## src/rtl/instruct_fetch_queue_if.sv

```systemverilog
// Fetch-queue bus: instruction memory port, redirect request and decode-side handshake.
interface instruct_fetch_queue_if #(
    parameter int ADDR_W  = 64,
    parameter int INSTR_W = 32,
    parameter int DEPTH   = 4
) ();
    localparam int OCC_W = $clog2(DEPTH + 1);

    logic [ADDR_W-1:0]  imem_addr;
    logic [INSTR_W-1:0] imem_rdata;
    logic               redirect;
    logic [ADDR_W-1:0]  redirect_addr;
    logic               out_valid;
    logic               out_ready;
    logic [INSTR_W-1:0] out_instr;
    logic [ADDR_W-1:0]  out_pc;
    logic [OCC_W-1:0]   occupancy;

    // Fetch stage side
    modport master (
        output imem_addr,
        input  imem_rdata,
        input  redirect,
        input  redirect_addr,
        output out_valid,
        input  out_ready,
        output out_instr,
        output out_pc,
        output occupancy
    );

    // Memory / decode / branch-unit side
    modport slave (
        input  imem_addr,
        output imem_rdata,
        output redirect,
        output redirect_addr,
        input  out_valid,
        output out_ready,
        input  out_instr,
        input  out_pc,
        input  occupancy
    );
endinterface

```

## src/rtl/instruct_fetch_queue.sv

```systemverilog
// Instruction fetch stage: PC register, combinational imem read, and a DEPTH-entry
// {pc, instr} queue toward decode. A redirect flushes the queue and reloads the PC.
module instruct_fetch_queue #(
    parameter int                  ADDR_W   = 64,
    parameter int                  INSTR_W  = 32,
    parameter int                  DEPTH    = 4,
    parameter int                  PC_INC   = 4,
    parameter logic [ADDR_W-1:0]   RESET_PC = '0,
    parameter logic [INSTR_W-1:0]  NOP      = '0
) (
    input logic                    clk,
    input logic                    reset,
    instruct_fetch_queue_if.master bus
);
    localparam int PTR_W = $clog2(DEPTH);
    localparam int OCC_W = $clog2(DEPTH + 1);

    logic [ADDR_W-1:0]  pc;
    logic [PTR_W-1:0]   rd_ptr;
    logic [PTR_W-1:0]   wr_ptr;
    logic [OCC_W-1:0]   count;
    logic [ADDR_W-1:0]  pc_mem    [DEPTH];
    logic [INSTR_W-1:0] instr_mem [DEPTH];

    logic has_data;
    logic not_full;
    logic pop;
    logic push;

    // Pointers wrap at DEPTH-1 so non-power-of-two depths work
    function automatic logic [PTR_W-1:0] next_ptr(input logic [PTR_W-1:0] p);
        return (p == PTR_W'(DEPTH - 1)) ? '0 : p + 1'b1;
    endfunction

    // Handshake decisions; a redirect suppresses the push so the in-flight word is dropped
    always_comb begin
        has_data = (count != '0);
        not_full = (count < OCC_W'(DEPTH));
        pop      = has_data & bus.out_ready;
        push     = !bus.redirect & (not_full | pop);
    end

    // PC, pointers and occupancy; redirect wins over everything except reset
    always_ff @(posedge clk or negedge reset) begin
        if (!reset) begin
            pc     <= RESET_PC;
            rd_ptr <= '0;
            wr_ptr <= '0;
            count  <= '0;
        end else if (bus.redirect) begin
            pc     <= bus.redirect_addr;
            rd_ptr <= '0;
            wr_ptr <= '0;
            count  <= '0;
        end else begin
            if (push) begin
                wr_ptr <= next_ptr(wr_ptr);
                pc     <= pc + ADDR_W'(PC_INC);
            end
            if (pop) begin
                rd_ptr <= next_ptr(rd_ptr);
            end
            if (push && !pop) begin
                count <= count + 1'b1;
            end else if (pop && !push) begin
                count <= count - 1'b1;
            end
        end
    end

    // Queue storage; contents after reset are irrelevant because count gates the outputs
    always_ff @(posedge clk) begin
        if (push) begin
            pc_mem[wr_ptr]    <= pc;
            instr_mem[wr_ptr] <= bus.imem_rdata;
        end
    end

    assign bus.imem_addr = pc;
    assign bus.out_valid = has_data;
    assign bus.out_instr = has_data ? instr_mem[rd_ptr] : NOP;
    assign bus.out_pc    = has_data ? pc_mem[rd_ptr] : '0;
    assign bus.occupancy = count;
endmodule

```

## src/flat_wrapper.sv

```systemverilog
// flat-port wrapper written by rule: the top's interface ports become plain ports
module instruct_fetch_queue_flat 
#(
    parameter int                  ADDR_W   = 64,
    parameter int                  INSTR_W  = 32,
    parameter int                  DEPTH    = 4,
    parameter int                  PC_INC   = 4,
    parameter logic [ADDR_W-1:0]   RESET_PC = '0,
    parameter logic [INSTR_W-1:0]  NOP      = '0
)
  (clk, reset, bus_imem_addr, bus_imem_rdata, bus_redirect, bus_redirect_addr, bus_out_valid, bus_out_ready, bus_out_instr, bus_out_pc, bus_occupancy);
  instruct_fetch_queue_if #(.ADDR_W(ADDR_W), .INSTR_W(INSTR_W), .DEPTH(DEPTH)) bus_i ();
  input logic clk;
  input logic reset;
  output wire logic [$bits(bus_i.imem_addr)-1:0] bus_imem_addr;
  input wire logic [$bits(bus_i.imem_rdata)-1:0] bus_imem_rdata;
  input wire logic [$bits(bus_i.redirect)-1:0] bus_redirect;
  input wire logic [$bits(bus_i.redirect_addr)-1:0] bus_redirect_addr;
  output wire logic [$bits(bus_i.out_valid)-1:0] bus_out_valid;
  input wire logic [$bits(bus_i.out_ready)-1:0] bus_out_ready;
  output wire logic [$bits(bus_i.out_instr)-1:0] bus_out_instr;
  output wire logic [$bits(bus_i.out_pc)-1:0] bus_out_pc;
  output wire logic [$bits(bus_i.occupancy)-1:0] bus_occupancy;
  assign bus_imem_addr = bus_i.imem_addr;
  assign bus_i.imem_rdata = bus_imem_rdata;
  assign bus_i.redirect = bus_redirect;
  assign bus_i.redirect_addr = bus_redirect_addr;
  assign bus_out_valid = bus_i.out_valid;
  assign bus_i.out_ready = bus_out_ready;
  assign bus_out_instr = bus_i.out_instr;
  assign bus_out_pc = bus_i.out_pc;
  assign bus_occupancy = bus_i.occupancy;
  instruct_fetch_queue #(.ADDR_W(ADDR_W), .INSTR_W(INSTR_W), .DEPTH(DEPTH), .PC_INC(PC_INC), .RESET_PC(RESET_PC), .NOP(NOP)) u_core (.clk(clk), .reset(reset), .bus(bus_i));
endmodule
```

## config.mk

```make
export PLATFORM = sky130hd
export DESIGN_NAME = instruct_fetch_queue_flat
export DESIGN_NICKNAME = d
export VERILOG_FILES = /design/src/rtl/instruct_fetch_queue_if.sv /design/src/rtl/instruct_fetch_queue.sv /design/src/flat_wrapper.sv
export SDC_FILE = /design/constraint.sdc
export NUM_CORES = 1
export LEC_CHECK = 0
export BUFFER_PORTS_ARGS = -buffer_cell sky130_fd_sc_hd__buf_4
export CORE_MARGIN = 2
export CORE_UTILIZATION = 50
export CTS_BUF_LIST = sky130_fd_sc_hd__clkbuf_4 sky130_fd_sc_hd__clkbuf_8 sky130_fd_sc_hd__clkbuf_16
export DETAILED_ROUTE_END_ITERATION = 7
export PLACE_DENSITY = 0.8
export REMOVE_ABC_BUFFERS = 1
export SYNTH_ARGS = -nofsm -noshare
export SYNTH_HDL_FRONTEND = slang
export SYNTH_SLANG_ARGS = --single-unit
```

## constraint.sdc

```tcl
create_clock -name clk -period 10.9 [get_ports clk]
set_input_delay 2.18 -clock clk [delete_from_list [all_inputs] [get_ports clk]]
set_output_delay 2.18 -clock clk [all_outputs]
set_load 0.05 [all_outputs]
```

; ---- Yosys cells after proc, flatten, opt, wreduce, memory -nomap -nowiden
; Memory sizes are Yosys's and may differ from the RTL's.
; Cells that the tools add are included.
[word_totals]
regBits = 71
ram_bits = 384
output_inout_bits = 164
wordCells = 41
mem_count = 2
[classes]
n_addsub = 5
n_lt_le_gt_ge = 1
eq_ne = 2
mux = 15
bitwise_logic = 3
reduce_logical = 9
[memory_table]
columns = memory, words, word_bits, rd, rd_clocked_by_memory_dff, write_ports, line_no
row1 = u_core.pc_mem, 4, 64, 1, 0, 1, instruct_fetch_queue.sv:22  ; logic [ADDR_W-1:0] pc_mem [DEPTH];
row2 = u_core.instr_mem, 4, 32, 1, 0, 1, instruct_fetch_queue.sv:23  ; logic [INSTR_W-1:0] instr_mem [DEPTH];
[ops]
columns = operator, n
row1 = $mux 64, 3
row2 = $add 64x3->64 const B, 1
row3 = $mux 32, 1
row4 = $mux 2, 6
row5 = $mux 3, 3
row6 = $reduce_bool 3->1, 2
row7 = $add 2x1->2 const B, 2
row8 = $eq 2x2->1 const B, 2
row9 = $reduce_bool 2->1, 2
row10 = $add 3x1->3 const B, 1
row11 = $logic_not 1->1, 3
row12 = $lt 3x3->1 const B, 1
row13 = $sub 3x1->3 const B, 1
row14 = $and 1x1->1, 2
row15 = $logic_and 1x1->1, 2
row16 = $mux 1, 2
row17 = $or 1x1->1, 1

; ---- Logic depth before layout (Yosys ltp)
; Gate-level depths: netlist of run 1.
[depth]
depth_word = 9
mapped_depth = 8
ltp_nobuf = 7

; ---- Worst setup path after synthesis of run 1
; Ideal clock, no wire load.
[synth_path]
path_type = in2reg
start = input bus_redirect
end = memory u_core.instr_mem[0][0] (enable)
setup_time_ns = 0.466
t_arrival_ns = 5.294
required_time_ns = 10.434
setup_slack_ns = 5.140
stages = 5
path_buffers = 3
cell_sequence = clkbuf_1 -> inv_1 -> clkbuf_1 -> clkbuf_1 -> and3_1
[synth_via]
elab_chain_cells = 4
[synth_lines]
columns = element, line_no
row1 = start: declaration, flat_wrapper.sv:17  ; input wire logic [$bits(bus_i.redirect)-1:0] bus_redirect;
row2 = $logic_not 1->1, instruct_fetch_queue.sv:40  ; push = !bus.redirect & (not_full | pop);
row3 = $and 1x1->1, instruct_fetch_queue.sv:40
row4 = $mux 1, instruct_fetch_queue.sv:73  ; if (push) begin
row5 = $mux 1 (implied by the code), instruct_fetch_queue.sv:75  ; instr_mem[wr_ptr] <= bus.imem_rdata;
row6 = end: declaration, instruct_fetch_queue.sv:23
; No other way between the ends.

; ---- Final worst setup path of run 1
[layout_path]
start = register u_core.rd_ptr[0]
end = output bus_out_pc[40]
[layout_via]
elab_chain_cells = 2
[layout_lines]
columns = element, line_no
row1 = start: declaration, instruct_fetch_queue.sv:19  ; logic [PTR_W-1:0] rd_ptr;
row2 = start signal: assignment, instruct_fetch_queue.sv:61  ; rd_ptr <= next_ptr(rd_ptr);
row3 = $mem_v2 4x64, -
row4 = $mux 64, instruct_fetch_queue.sv:82  ; assign bus.out_pc = has_data ? pc_mem[rd_ptr] : '0;
row5 = end: declaration, flat_wrapper.sv:22  ; output wire logic [$bits(bus_i.out_pc)-1:0] bus_out_pc;
; No other way between the ends.

==> out/qor.txt, run 1 <==
first-pass GRT wire length: 63,900 um
fillers: 2,629
DR DRC count: 0
minimum clock period: 5860 ps
WS Path Type: register to output port
status: complete, no violations
# diodes: 0
leakage: 0.00794 uW
DR vias: 10,800
worst r2r src: u_core.bus.occupancy[2]
Slew HR: 26.2%
initial drt markers: 723
chip height: 198 um
clock slew at reported path FFs: 60 ps
crit-path max FO: 52
clock network power share: 27.5%
measured slew at the worst slew-check pin: 1110 ps
Unique masters post-synth: 47
combinational power share: 32.0%
cell depth of the worst hold path: 2
post-synthesis sequential area ratio: 71.0%
clock tree sinks: 455
Setup TNS: 0 ps
CTS Root Cell: clkbuf_16
Clock Path Buffers: 3
gr usage total: 21.9%
hold path startpoint: u_core.wr_ptr[1]
register share of total power: 40.5%
Final WS setup: 5040 ps
final worst path period share: 53.8%
1st-pass router iterations: 5
top_reg_cell synth: edfxtp_1
final-report max-slew violation count: 0
Hold Buf Count CTS: 0
Area Overhead vs Synth: 20.7%
final setup fails: 0
vias per cell: 5.80
skew final: 23.4 ps
number of global-route vias before repair: 10,900
Routed WL: 42,400 um
leading area contributor after synthesis: edfxtp_1
area share of the largest cell type after synthesis: 61.6%
pwr dens: 248 nW/um2
GP Congestion: 0.757
Core Area: 36,800 um2
Hold EP: u_core.wr_ptr[1]
Switching Fraction: 35.2%
area of the die: 39,000 um2
worst-skew pair later-pin latency: 580 ps
wire per inst: 22.7 um
switching power: 1970 uW
post-CTS sizing: 0
commonest cells after routing, fill and taps aside: edfxtp_1 (384), buf_4 (270), and2_1 (101), mux4_2 (96), dfrtp_1 (69)
asr flop ratio synth: 15.6%
RSZ-0062 raised after global routing: no
critical path endpoint category: output port
layout cells sized above 1: 33.3%
HPWL Detailed: 25,900 um
# IOs: 264
global route overflow: 0
# nets final: 1,472
number of synthesized register bits: 455
Worst Hold Class: register to register
Avg Cell Area, Syn: 16.9 um2
FF-to-FF path depth: 5
H-tree depth: 2
crit start category: register
Power Total: 5590 uW
Worst VDD drop: 177 uV
Cell Int Power: 3630 uW
cts bufs inserted: 45
IO Port Bufs: 263
Syn Inst Count: 1,107
FMAX: 171 MHz
Initial Util: 50.9%
Die X: 198 um
worst path required time: 8720 ps
num rows: 70
Yosys warning total: 0
maxcap violations: 0
worst slack, placed: 5330 ps
reg2reg setup slack: 7920 ps
setup repair bufs after CTS: 0
Netlist Area Pre-Place: 18,700 um2
largest net degree at the start of global routing: 101
remaining antenna violation count: 0
Post-synth EDFFs: 384
Area contributors post-synth: edfxtp_1 (62%), mux4_2 (12%), dfrtp_1 (9.5%)
Final Hold Fails: 0
CTS tree: built
reg2reg end: u_core.bus.imem_addr[53]
most common cell after layout, fill and taps aside: edfxtp_1
crit path from: u_core.rd_ptr[0]
antenna violations before repair: 1
WP data arrival: 3680 ps
[Yosys cell counts (17+ instances only)]
cell / count
a31oi_1: 30
and2_1: 101
clkbuf_1: 38
dfrtp_1: 71
edfxtp_1: 384
mux4_2: 96
nand2_1: 65
nand3_1: 29
nor2_1: 44
o21ai_0: 40
or4_1: 17
xnor2_1: 19
[through the flow]
| step | instances | utilization, % | cell area, um2 | hold WS (ps) |
|---|---|---|---|---|
| floorplan | 1048 | - | 18500 | 532 |
| global placement | 1786 | 57.4 | 21100 | 533 |
| detailed placement | 1786 | 57.4 | 21100 | 563 |
| CTS | 1869 | 61.4 | 22600 | 575 |
| global route | 1869 | 61.4 | 22600 | 595 |
| finish | 1869 | 61.4 | 22600 | 574 |
[worst max-delay path by stage]
stage	depth (start not counted)	end	slack (ps)
after floorplan	2	bus_out_instr[0]	3940
after global placement	4	u_core.pc_mem[0][39]	5400
after detailed placement	4	u_core.pc_mem[0][36]	5330
after CTS	4	bus_out_pc[40]	4890
after global routing	4	bus_out_pc[40]	4710
final	4	bus_out_pc[40]	5040
[final cells by class]
| type | instances | area [um2] | share of cell area, % |
|---|---|---|---|
| multi-input combinational | 581 | 5140 | 22.7 |
| clock inverter | 13 | 100 | 0.443 |
| inverter | 12 | 45.0 | 0.199 |
| sequential | 455 | 13300 | 58.9 |
| clock buffer | 70 | 1390 | 6.16 |
| timing repair buffer | 270 | 2030 | 8.97 |
| tap | 468 | 586 | 2.59 |
[cells by family (layout without fill, tap and decap cells)]
logic type / count (synthesis) / count (layout) / synth area share, %
buffers and inverters: 71 / 365 / 1.66
xor gates and xnor gates: 26 / 26 / 1.22
muxes: 100 / 100 / 11.8
AOI/OAI and AO/OA: 104 / 104 / 3.37
DFF: 455 / 455 / 71.0
adders and majority gates: 7 / 7 / 0.508
and+or+nand+nor: 344 / 344 / 10.4
[routing by layer]
layer / track usage (%) / vias to the layer above / wire length (um)
li1: - / 4862 / -
met5: 0 / - / 11
met1: 29.7 / 5523 / 17300
met4: 5.85 / 2 / 704
met3: 4.51 / 54 / 3120
met2: 36.4 / 405 / 21200
[sequential cells by signal (all words and copies together), names as in the netlist]
register / cells
u_core.pc_mem: 256
u_core.instr_mem: 128
u_core.bus.imem_addr: 64
u_core.bus.occupancy: 3
u_core.rd_ptr: 2
u_core.wr_ptr: 2
[power groups by stage]
stage / Combinational, uW / Sequential, uW / Clock (uW)
after global routing: 1880 / 2290 / 1630
after detailed placement: 1810 / 2300 / 0
after global placement: 1800 / 2290 / 0
after floorplan: 1170 / 2390 / 0
after CTS: 1810 / 2270 / 1570
final: 1790 / 2260 / 1540
[worst max-delay path: stages, from the launching register on]
cell     delay (ps)
dfrtp_4        1100
buf_4           950
mux4_2          610
and2_1          200
buf_4           200
No activity file was read; power rests on OpenSTA's default activity.
==> run 2: changes to the inputs <==
==> constraint.sdc (replaced) <==
create_clock -name clk -period 5.9 [get_ports clk]
set_input_delay 1.18 -clock clk [delete_from_list [all_inputs] [get_ports clk]]
set_output_delay 1.18 -clock clk [all_outputs]
set_load 0.05 [all_outputs]
==> out/qor.txt, run 2 (synthesized netlist as in run 1, its figures left out) <==
status: complete, no violations (unchanged)
1st-pass router iterations: 7 (was 5)
crit-path max FO: 33 (was 52)
CP delay by family, top: flip-flops (was buffers and inverters)
commonest cells after routing, fill and taps aside: edfxtp_1 (384), buf_4 (277), and2_1 (101), mux4_2 (96), dfrtp_1 (69) (was edfxtp_1 (384), buf_4 (270), and2_1 (101), mux4_2 (96), dfrtp_1 (69))
DR DRC count: 0 (unchanged)
initial drt markers: 712 (was 723)
RSZ-0062 raised after global routing: no (unchanged)
number of global-route vias before repair: 11,300 (was 10,900)
leakage: 0.00803 uW (was 0.00794 uW)
worst hold slack: 498 ps (was 574 ps)
antenna violations before repair: 2 (was 1)
WS Path Type: register to output port (unchanged)
Area Overhead vs Synth: 21.6% (was 20.7%)
Clock Path Buffers: 3 (unchanged)
CTS Root Cell: clkbuf_16 (unchanged)
chip height: 198 um (unchanged)
worst-skew pair later-pin latency: 550 ps (was 580 ps)
DR vias: 11,000 (was 10,800)
cts bufs inserted: 46 (was 45)
max FFs per register: 256 (unchanged)
skew final: 16.9 ps (was 23.4 ps)
Core Area: 36,800 um2 (unchanged)
largest net degree at the start of global routing: 76 (was 101)
clock slew at reported path FFs: 60 ps (about the same)
minimum clock period: 4150 ps
crit start category: register (unchanged)
first-pass GRT wire length: 66,200 um (was 63,900 um)
maxcap violations: 0 (unchanged)
global route overflow: 0 (unchanged)
Worst VDD drop: 400 uV (was 177 uV)
Worst Hold Class: input port to asynchronous set/reset pin (was register to register)
WP data arrival: 2970 ps (was 3680 ps)
Final Hold Fails: 0 (unchanged)
vias per cell: 5.87 (was 5.80)
CTS tree: built (unchanged)
critical path endpoint category: output port (unchanged)
Cell Count, Final, Fillers Out: 1,880 (was 1,869)
fillers: 2,670 (was 2,629)
largest stage delay on the critical path: 860 ps (was 1100 ps)
H-tree depth: 2 (unchanged)
Worst Path Buf+Inv: 2 (unchanged)
GP Congestion: 0.759 (was 0.757)
Initial Util: 50.9% (unchanged)
Biggest register: u_core.pc_mem (unchanged)
wire per inst: 23.5 um (was 22.7 um)
placed instance count: 1,794 (was 1,786)
final-report max-slew violation count: 0 (unchanged)
Slew HR: 37.2% (was 26.2%)
HPWL Detailed: 28,000 um (was 25,900 um)
layout cells sized above 1: 33.4% (was 33.3%)
most common cell after layout, fill and taps aside: edfxtp_1 (unchanged)
CP cell instances: buf_4 -> mux4_2 -> and2_1 -> buf_4 (unchanged)
Die X: 198 um (unchanged)
crit path max-delay cell type: dfrtp_4 (unchanged)
final setup fails: 0 (unchanged)
# nets final: 1,481 (was 1,472)
# IOs: 264 (unchanged)
remaining antenna violation count: 0 (unchanged)
clock tree sinks: 455 (unchanged)
area of the die: 39,000 um2 (unchanged)
pwr dens: 464 nW/um2 (was 248 nW/um2)
worst path required time: 4720 ps (was 8720 ps)
measured slew at the worst slew-check pin: 939 ps (was 1110 ps)
gr usage total: 22.7% (was 21.9%)
IO Port Bufs: 263 (unchanged)
most used cell, CP: buf_4 (unchanged)
FMAX: 241 MHz
Hold Buf Count CTS: 0 (unchanged)
final worst path period share: 70.3%
post-CTS sizing: 0 (unchanged)
num rows: 70 (unchanged)
setup repair bufs after CTS: 0 (unchanged)
Routed WL: 44,200 um (was 42,400 um)
[run 2: changes by cell type in the layout (fill, tap and decap cells not counted), moves of 4 or more]
cell       before  now
clkinv_1        2    7
clkbuf_4       18    8
buf_4         270  277
bufinv_16       1    6
clkinv_2        7   11
[run 2: metal layers]
layer / GRT usage, % / routed length (um) / share of wire, %
met5: 0 / 9 / 0.020
met4: 6.21 / 868 / 2.0
met3: 4.59 / 3180 / 7.2
met2: 37.5 / 21900 / 50
met1: 30.9 / 18200 / 41
[run 2: report_power, final]
group          internal (uW)  total [uW]  switching, uW
registers               3920        4170            243
logic                   1120        3380           2260
clock network           1850        3030           1180
total                   6890       10600           3690
[run 2: area by class of cell]
type,instances,area [um2],area share (%)
flip-flops and latches,455,13300,58.4
multi-input cells,581,5140,22.5
repair buffers,278,2100,9.22
clock buffers,60,1330,5.83
well taps,468,586,2.57
clock inverters,25,270,1.19
inverters,12,45.0,0.198
diodes,1,2.50,0.0110
[run 2: worst paths after layout]
| path | from | to | slack [ps] | depth (start not counted) |
|---|---|---|---|---|
| setup / recovery | u_core.rd_ptr[0] | bus_out_pc[36] | 1750 | 4 |
| hold / removal | reset | u_core.bus.imem_addr[13] | 500 | 1 |
| setup reg to reg | u_core.bus.imem_addr[5] | u_core.bus.imem_addr[53] | 2770 | 5 |
| hold reg to reg | u_core.bus.imem_addr[0] | u_core.pc_mem[2][0] | 560 | 0 |
| max in group asynchronous | reset | u_core.rd_ptr[1] | 4230 | 2 |
| min in group clk | u_core.bus.imem_addr[0] | u_core.pc_mem[2][0] | 560 | 0 |
[run 2: metrics by stage]
step	util [%]	cell area [um2]	setup TNS, ps	total power [uW]	setup slack [ps]
finish	61.9	22800	0	10600	1750
global route	61.9	22800	0	10900	1550
CTS	61.9	22800	0	10700	1630
detailed placement	57.6	21200	0	7640	2180
global placement	57.6	21200	0	7590	2260
floorplan	-	18500	-5560	6570	-57.9
